`src/rtl/mkio_tx_sched.sv`:
```
// mkio_tx_sched: MKIO remote-terminal transmit scheduler (status word, then DEV4 data words)
module mkio_tx_sched #(
  parameter int GAP_CYCLES = 128,
  parameter int AW = 5,
  parameter int DW = 16
) (
  input  logic          clk,
  input  logic          reset,
  input  logic          cmd_valid,
  input  logic          cmd_tr,
  input  logic [4:0]    cmd_wc,
  input  logic [4:0]    rt_addr,
  input  logic [10:0]   status_bits,
  input  logic          abort,
  output logic [AW-1:0] mem_addr,
  output logic          mem_rd,
  input  logic [DW-1:0] mem_data,
  output logic          enc_start,
  output logic          enc_sync,
  output logic [DW-1:0] enc_data,
  input  logic          enc_busy,
  output logic          busy,
  output logic          done
);
  localparam int GW = $clog2(GAP_CYCLES);
  typedef enum logic [2:0] {IDLE, GAP, STAT, STAT_WAIT, FETCH, DATA, DATA_WAIT, FIN} state_t;
  state_t state_q, state_d;
  logic [GW-1:0] gap_q;
  logic [5:0] cnt_q;
  logic [AW-1:0] mem_addr_q;
  logic [DW-1:0] data_q, enc_data_q, stat_q;
  logic tr_q, seen_q, rd_q, have_q, need, fall, waiting;
  assign waiting = state_q == STAT_WAIT || state_q == DATA_WAIT;
  assign need = state_q == STAT_WAIT ? tr_q : cnt_q != 6'd0;
  assign fall = seen_q && !enc_busy;
  assign enc_start = state_q == STAT || state_q == DATA;
  assign enc_sync = state_q == STAT;
  assign busy = state_q != IDLE;
  assign done = state_q == FIN;
  assign mem_addr = mem_addr_q;
  assign enc_data = enc_data_q;
  // Next state and read strobe; prefetch fires on the first busy cycle of each word.
  always_comb begin
    state_d = state_q;
    mem_rd = 1'b0;
    case (state_q)
      IDLE:      state_d = cmd_valid && !abort ? GAP : IDLE;
      GAP:       state_d = gap_q == GW'(GAP_CYCLES - 2) ? STAT : GAP;
      STAT:      state_d = STAT_WAIT;
      STAT_WAIT,
      DATA_WAIT: begin
        mem_rd = enc_busy && !seen_q && need;
        state_d = !fall ? state_q : !need ? FIN : (have_q || rd_q) ? DATA : FETCH;
      end
      FETCH: begin
        mem_rd = !rd_q;
        state_d = rd_q ? DATA : FETCH;
      end
      DATA:      state_d = DATA_WAIT;
      FIN:       state_d = IDLE;
      default:   state_d = IDLE;
    endcase
    if (abort && state_q != IDLE) state_d = IDLE;
  end
  // Sequence registers: command latch, gap timer, prefetch buffer, word counter and address.
  always_ff @(posedge clk) begin
    if (!reset) begin
      state_q <= IDLE;
      gap_q <= '0;
      cnt_q <= '0;
      mem_addr_q <= '0;
      data_q <= '0;
      enc_data_q <= '0;
      stat_q <= '0;
      tr_q <= 1'b0;
      seen_q <= 1'b0;
      rd_q <= 1'b0;
      have_q <= 1'b0;
    end else begin
      state_q <= state_d;
      gap_q <= state_q == GAP ? gap_q + 1'b1 : '0;
      seen_q <= waiting && (seen_q || enc_busy);
      rd_q <= mem_rd;
      have_q <= rd_q || (have_q && state_q != DATA && state_q != IDLE);
      if (rd_q) data_q <= mem_data;
      if (state_q == IDLE && state_d == GAP) begin
        tr_q <= cmd_tr;
        cnt_q <= {cmd_wc == 5'd0, cmd_wc};
        stat_q <= DW'({rt_addr, status_bits});
        mem_addr_q <= '0;
      end
      if (state_d == STAT) enc_data_q <= stat_q;
      if (state_d == DATA) enc_data_q <= rd_q ? mem_data : data_q;
      if (state_q == DATA) begin
        cnt_q <= cnt_q - 1'b1;
        mem_addr_q <= mem_addr_q + 1'b1;
      end
    end
  end
endmodule
```
`config.mk`:
```
export PLATFORM = sky130hd
export DESIGN_NAME = mkio_tx_sched
export DESIGN_NICKNAME = d
export VERILOG_FILES = /design/src/rtl/mkio_tx_sched.sv
export SDC_FILE = /design/constraint.sdc
export NUM_CORES = 1
export LEC_CHECK = 0
export ABC_AREA = 1
export BUFFER_PORTS_ARGS = -buffer_cell sky130_fd_sc_hd__buf_2
export CAP_MARGIN = 20
export CORE_ASPECT_RATIO = 0.8
export CORE_MARGIN = 5
export CORE_UTILIZATION = 50
export CTS_CLUSTER_DIAMETER = 80
export DETAILED_ROUTE_END_ITERATION = 7
export HOLD_SLACK_MARGIN = 0.05
export PLACE_DENSITY = 0.73
export REMOVE_ABC_BUFFERS = 1
export SETUP_SLACK_MARGIN = 0.15
export SLEW_MARGIN = 15
export SYNTH_ARGS = -nofsm -noshare
export SYNTH_HDL_FRONTEND = slang
export SYNTH_SLANG_ARGS = --single-unit
```
`constraint.sdc`:
```
create_clock -name clk -period 2.07 [get_ports clk]
set_input_delay 0.414 -clock clk [delete_from_list [all_inputs] [get_ports clk]]
set_output_delay 0.414 -clock clk [all_outputs]
set_load 0.02 [all_outputs]
```
==> results of run 1 <==
## tightest hold or removal path: stages
cell and delay [ps]:
sky130_fd_sc_hd__buf_2 70, sky130_fd_sc_hd__o21ai_0 70, sky130_fd_sc_hd__a21oi_1 100
## flip-flops by register name (all words and copies together) (netlist names)
name	count
have_q	1
stat_q	16
cnt_q	6
tr_q	1
seen_q	1
mem_addr	5
enc_data	16
state_q	3
data_q	16
rd_q	1
gap_q	7
## cells by family after synthesis
family                   after synthesis
AND/OR/NAND/NOR                      240
AO/OA/AOI/OAI                         92
buffers and inverters                 82
flip-flops                            73
adder cells (fa/ha/maj)                5
XOR/XNOR                               2
## power by group through the flow
| stage | registers (mW) | logic [mW] | clock network [mW] |
|---|---|---|---|
| after global routing | 1.46 | 0.277 | 1.04 |
| after floorplan | 1.48 | 0.125 | 0 |
| after global placement | 1.48 | 0.210 | 0 |
| after CTS | 1.45 | 0.222 | 0.978 |
| after detailed placement | 1.48 | 0.216 | 0 |
| final | 1.45 | 0.246 | 0.963 |
## cells in the mapped netlist, types with 3 or more instances
cell type                  instances  area (um^2)
sky130_fd_sc_hd__a21oi_1          35          175
sky130_fd_sc_hd__nand3b_1         16          120
sky130_fd_sc_hd__nand2_2           6         37.5
sky130_fd_sc_hd__inv_2             7         26.3
sky130_fd_sc_hd__inv_1            53          199
sky130_fd_sc_hd__nor3_1            4         20.0
sky130_fd_sc_hd__or2_2            18          113
sky130_fd_sc_hd__o21ai_0          46          230
sky130_fd_sc_hd__buf_2             7         35.0
sky130_fd_sc_hd__nand2_1          65          244
sky130_fd_sc_hd__nor2_1           91          342
sky130_fd_sc_hd__buf_6             3         33.8
sky130_fd_sc_hd__nand4_1          19          119
sky130_fd_sc_hd__nand3_1          11         55.1
sky130_fd_sc_hd__clkbuf_1          9         33.8
sky130_fd_sc_hd__nor2_2            3         18.8
sky130_fd_sc_hd__dfxtp_1          73         1460
sky130_fd_sc_hd__ha_1              5         62.6
## per-stage QoR
stage	worst slack (ps)	utilization [%]	instance area, um^2	setup TNS [ps]	std cells
CTS	145	61.5	4240	0	666
floorplan	-78.2	-	3420	-1250	474
global placement	187	57.8	3980	0	642
detailed placement	75.5	57.8	3980	0	642
finish	152	63.6	4380	0	671
global route	54.3	63.6	4380	0	671
## per-layer routing
layer | vias to the layer above | track usage (%) | routed length (um)
met5 | - | 0 | 0
met4 | 0 | 10.4 | 183
met3 | 18 | 5.25 | 582
met2 | 92 | 32.3 | 4350
met1 | 1557 | 25.8 | 4040
li1 | 1768 | - | -
## layout make-up
cell class,instances,area (um^2)
clock inverters,6,35.0
clock buffers,10,128
multi-input cells,339,1830
repair buffers,94,566
inverters,62,239
flip-flops and latches,73,1480
well taps,87,109
fillers,619,2510
## worst min path at each step
stage / end / cells past startpoint / slack [ps]
after floorplan: stat_q[0] / 2 / 430
after global placement: stat_q[9] / 2 / 440
after detailed placement: stat_q[13] / 2 / 450
after CTS: stat_q[3] / 3 / 340
after global routing: stat_q[2] / 3 / 370
final: stat_q[3] / 3 / 340
## repair_timing
item | 4_1_cts | 5_1_grt
resized for setup | 14 | 28
buffers inserted | 8 | 5
cloned | 0 | 0
pin swaps | 1 | 9
hold endpoints to repair | 0 | 0
endpoints found under the setup margin | 17 | 18
==> run summary, run 1 <==
The run finished with clean final reports. Clock skew on the completed layout was measured at 12.7 ps. Sequential cells were found to cover 41.3% of the synthesized design area. The first global-routing pass estimated 14.8 mm of wire.

The tool flagged a number of max-cap violations equal to 0. In this run the count of I/O pins placed on the die edge is 69. The run gives 36 as the largest net degree at the start of global routing.

In the finished design, the share of the clock period the worst path needs comes to 92.7%. Summing every instance area after synthesis gives 0.00353 mm^2. For this run, the leading register cell type out of synthesis is sky130_fd_sc_hd__dfxtp_1.

Detailed placement ended at an HPWL of 6.24 mm. The later pin in the worst-skew pair is clocked with a latency of 350 ps. The worst setup path is launched from a register. Summing the areas of all compound-gate instances in the mapped netlist gives 14.1% of the synthesized area. The die is 104 um wide.

Buffers inserted to repair hold after CTS numbered 0. Setup violations remaining at the end of the flow were counted as 0. The async set or reset register ratio after synthesis is 0%, and the sum of overflow across all layers after global routing is 0.

The routed wire length came out at 9.16 mm. The signal on the critical path passes through inv_2 > ha_4 > nand3_4 > nand2_2 > nand2_2 > nand4_1 > nand2_2 > buf_6. Largest incremental delay on the critical path: 340 ps. Port buffering added 68 buffers. On the critical path, the stage with the largest delay is an instance of sky130_fd_sc_hd__dfxtp_2. The run gives 3 as the deepest level of the CTS H-tree.

The tools report the total of warnings raised by yosys as 0. At the end of the flow, the number of nets in the layout was 627. The initial core utilization was 51.3%.

After synthesis the netlist holds a flip-flop and latch count of 73. No sink is reached through more buffers than the 2 on the longest clock path. At the worst endpoint, the required time is 1660 ps.

In this run the worst setup path terminates at mem_rd. The worst hold path begins at status_bits[3]. The tools report the timing startpoint of the critical path as cnt_q[1]. The worst pin sits at a relative slew slack of 64.9%. For the power spent charging and discharging nets, the log shows 0.701 mW. Dividing the detail-routed via count by the number of cells gives 5.12. TritonCTS built the clock tree. Setup repair after global routing could not meet its margin everywhere.

The tools report the placer congestion estimate as 0.821. The number of cells on the critical path is 8, and the worst slack on hold paths is 339 ps. The reported leakage power is 2.09 nW, and the arithmetic-cell share of the synthesized area counting full adders, half adders and majority gates is 1.77%. The count of nets left with antenna violations once routing finished came out at 0.

The run gives 73 as the clock sink total. The max-slew violation count is 0, and the DRC violations left is 0. In the final routed layout, each cell accounts on average for 13.6 um. For the pin with the worst max-slew slack, the measured transition is 526 ps. The share of total power in the clock network was 36.2%. Leaving out fill and tap cells, the most frequent cell in the layout is sky130_fd_sc_hd__nor2_1. The run gives 0 as the count of antenna diodes in the layout.

The root cell of the clock tree is sky130_fd_sc_hd__clkbuf_8. The logs give 521 MHz for the maximum clock frequency and 20.4% for the global-route usage over all layers. The capturing point of the worst reg2reg path was rd_q.

Clock-pin slew was measured on the worst setup and hold paths at 80 ps. The run gives 0 as the final-report hold violation count. The per-instance average area after synthesis was 7.16 um^2. The worst register-to-register path begins at cnt_q[1].

The number of placement rows came out at 27. After the first detailed-routing iteration, the DRC count stood at 158. Cells with a size suffix above 1 make up 29.8% of the layout. In this run the standard cell core region covers 0.00689 mm^2. The number of synthesized flops with an enable pin was 0.

The data arrival time of the critical path was 1500 ps. In this design, the critical path's most frequently occurring cell is sky130_fd_sc_hd__nand2_2. The critical path is of the reg2out type. The worst IR drop on VDD was 369 uV; the share of cell area taken by muxes after synthesis was 0%. Endpoint type of the worst setup path: a primary output.

Broken down by cell family, the worst path's largest delay share belongs to simple AND/OR/NAND/NOR gates. The total die area is 0.00886 mm^2. The first detailed-routing pass ran for 4 iterations.

The buffer and inverter count on the worst path works out to 2. The net switching fraction of the power is 26.3%. The floorplan step set the die height to 85.2 um.

Of the total synthesized cell area, the portion taken by AND, OR, NAND and NOR gates is 32.6%. The sequential share of power is 54.6%, and the largest fanout of any net on the critical path is 3. The initial antenna violation count is 0, and the worst-case register-to-register setup slack is 220 ps.

The via count of the first global-routing pass was 3294. After Yosys synthesis, XOR and XNOR cells account for 0.496% of the synthesized area. The run gives 9 as the CTS buffer count. The layout overhead on the synthesized area is 23.9%, and the via total after detailed routing is 3435. The power density over the cells is 608 mW/mm^2. After technology mapping, the gate count stands at 494. Counting cells, the worst reg-to-reg path comes to 13. Cell internal power was estimated by the tool at 1.96 mW.

The number of different library cells used by synthesis comes to 34. The worst path in the final design needs a cycle of 1920 ps, including I/O delays and setup. Largest family of logic cells by synthesized area: simple AND/OR/NAND/NOR gates. The run gives 9.3% as the combinational fraction of design power. In this run the worst hold path is classified as in2reg.

The tools report the power after layout as 2.66 mW. Leaving out fill and tap cells, the most frequent cells in the layout are sky130_fd_sc_hd__nor2_1, sky130_fd_sc_hd__buf_2, sky130_fd_sc_hd__dfxtp_1.
Power figures use the tool's default switching activity.
==> inputs of run 2 (changes only) <==
Settings changed: CORE_ASPECT_RATIO 0.8 to 1.4.
==> run 2 against run 1 <==
Against the previous run:
- final area fell by 2.3%
- routed wire length fell by 4.3%
- count of clock-buffer cells in the layout rose by 2
- clock power barely moved
- fmax rose by 2.3%
- clock skew fell by 5.6 ps
- power fell by 0.52%
- first-iteration DRC count fell by 6.3%
- sequential share of layout area rose by 0.78 points
- setup slack improved by 44 ps
- register-to-register slack improved by 50 ps
- highest routed layer unchanged
==> run summary, run 2 (synthesis results as in run 1) <==
Per report_power, the clock group accounts for 36.3% of the total. Leaving out fill and tap cells, the most frequent cells in the layout are sky130_fd_sc_hd__nor2_1, sky130_fd_sc_hd__dfxtp_1, sky130_fd_sc_hd__buf_2. The time the worst path needs with I/O delays and setup was 1870 ps; the final worst slack was 196 ps.

For the pin with the worst max-slew slack, the measured transition is 494 ps. The floorplan has 36 rows. Registers are responsible for 54.8% of the overall power. The logs give 0 for the sum of overflow across all layers after global routing and 7.12 ps for the clock skew. The initial antenna violation count came out at 0. Buffers inserted during clock tree synthesis total 9. At the worst endpoint, the arrival time is 1460 ps. Via count of the first global-routing pass: 3156. The region available for standard cell placement spans 0.00694 mm^2. For the hold buffer count at CTS, the log shows 0. The largest fanout of any net on the critical path is 6, and the internal power is 1.99 mW.

For this run, design rule violations remaining after detail routing come to 0. TritonCTS built the clock tree. The critical setup path kind was reg2out. IR analysis of the VDD net gives a maximum drop of 335 uV. Once the floorplan was initialized, standard cells occupied 51.0% of the core. The multi-input combinational cells in the finished layout cover a total of 0.00181 mm^2. The total instance count after detailed placement was 649. Hold is met by 321 ps.

The first TritonRoute pass finished after 4 iterations. The first global-routing pass estimated 13.9 mm of wire. The total die area was 0.00887 mm^2. At the end of routability-driven placement, the weighted congestion stood at 0.858.

Leaving out fill and tap cells, the most frequent cell in the layout is sky130_fd_sc_hd__nor2_1. Of the total power, the share spent switching nets is 25.0%. In this run the clock root is driven by a sky130_fd_sc_hd__clkbuf_8. The logs give 659 for the number of filler cells placed in the layout and 73 for the clock sink total. The max-slew violation count is 0, and the final routed wire length divided by cell count is 13.2 um. Summed over all nets, the switching power comes to 0.662 mW. The tightest min-delay check is of the in2reg type. The die boundary height was 109 um. The final-report hold violation count is 0, and the via density per instance is 5.09.

The worst-case register-to-register setup slack was 270 ps; the post-route core utilization was 61.7%. After detailed routing, the total wire length is 8.77 mm. The number of setup violations in the final report was 0; the detailed router's first-iteration violation count was 148. Setup repair after global routing could not meet its margin everywhere.

The total number of nets in the final design came out at 615. Once placement finished, the instance area stood at 0.00399 mm^2. The half-perimeter wire length of the detailed placement result is 6.11 mm, and the via total after detailed routing is 3388. The tools report the number of violations of the max-capacitance limit as 0.

The required time at the endpoint of the critical path is 1660 ps, and the count of antenna diodes in the layout is 0. The share of the cycle needed by the critical path after routing is 90.5%. The worst setup path is launched from a register. The worst setup path is captured at a primary output.

For the worst-skew pair, the clock arrives at the later sink with an insertion delay of 360 ps. Maximum clock frequency: 534 MHz. The count of buffers added on input and output ports is 68. The share of final-layout standard cells stronger than drive strength 1 came out at 27.1%. For the area taken by flip-flops and latches, the log shows 0.00147 mm^2. Counting along the longest clock path gives a buffer depth of 2.

The design draws 2.65 mW. The logs give 20.3% for the global-route usage over all layers and 3 for the deepest level of the CTS H-tree. The minimum setup slack after placement was 53.8 ps; the aggregate negative setup slack was 0 ps. Entering global routing, the biggest net connects 36 pins. The area growth from synthesis to layout is 21.0%.

The clock-pin slew reported for the worst setup and hold paths after clock tree synthesis is 70 ps, and the power density over the cells is 619 mW/mm^2. In this run the static leakage power is 2.03 nW. The x dimension of the die works out to 81.1 um.

The run finished with clean final reports. In this run, the combinational gates consume 8.9% of the power. The finished layout cell area is 0.00428 mm^2, and the count of antenna-violating nets left after detailed routing is 0. During I/O placement, the number of pins put on the boundary was 69. Measured against its own limit, the worst slew margin works out to 67.0%. After the flow finishes, the layout carries non-filler instances totaling 666.
## run 2: cell type report
| cell class | instances | share of cell area, % |
|---|---|---|
| multi-input cells | 339 | 42.2 |
| flip-flops and latches | 73 | 34.5 |
| repair buffers | 82 | 11.3 |
| inverters | 62 | 5.44 |
| clock buffers | 12 | 3.39 |
| well taps | 95 | 2.78 |
| clock inverters | 3 | 0.409 |
## run 2: routing by layer
layer | track usage, % | wire length (um) | share of wire [%] | vias to the layer above
met5 | 0 | 0 | 0 | -
met4 | 10.4 | 317 | 3.6 | 0
met3 | 4.34 | 390 | 4.4 | 28
met2 | 36.1 | 4490 | 51 | 77
met1 | 22.4 | 3570 | 41 | 1548
li1 | - | - | - | 1735
## run 2: critical path, stage by stage, from the launching register on
cell and delay [ps]:
sky130_fd_sc_hd__dfxtp_4 400, sky130_fd_sc_hd__nand2_4 60, sky130_fd_sc_hd__nor2_4 130, sky130_fd_sc_hd__inv_2 60, sky130_fd_sc_hd__nand2_2 60, sky130_fd_sc_hd__nand2_2 80
sky130_fd_sc_hd__nand4_1 110, sky130_fd_sc_hd__nand2_1 80, sky130_fd_sc_hd__buf_6 130
## run 2: power by group through the flow
stage	combinational [mW]	clock, mW	sequential (mW)
finish	0.235	0.962	1.45
floorplan	0.125	0	1.48
CTS	0.216	0.996	1.45
global route	0.265	1.04	1.45
detailed placement	0.215	0	1.48
global placement	0.209	0	1.48
## run 2: final timing paths
check,cells past startpoint,endpoint,startpoint
max reg2reg,15,enc_data[0],state_q[0]
min,3,tr_q,cmd_tr
min reg2reg,2,stat_q[14],stat_q[14]
max,8,mem_rd,state_q[0]
## run 2: what timing repair did
item | in CTS | in global routing
pin swaps | 0 | 10
endpoints found under the setup margin | 17 | 18
hold endpoints to repair | 0 | 0
resized for setup | 6 | 25
setup buffers | 0 | 2
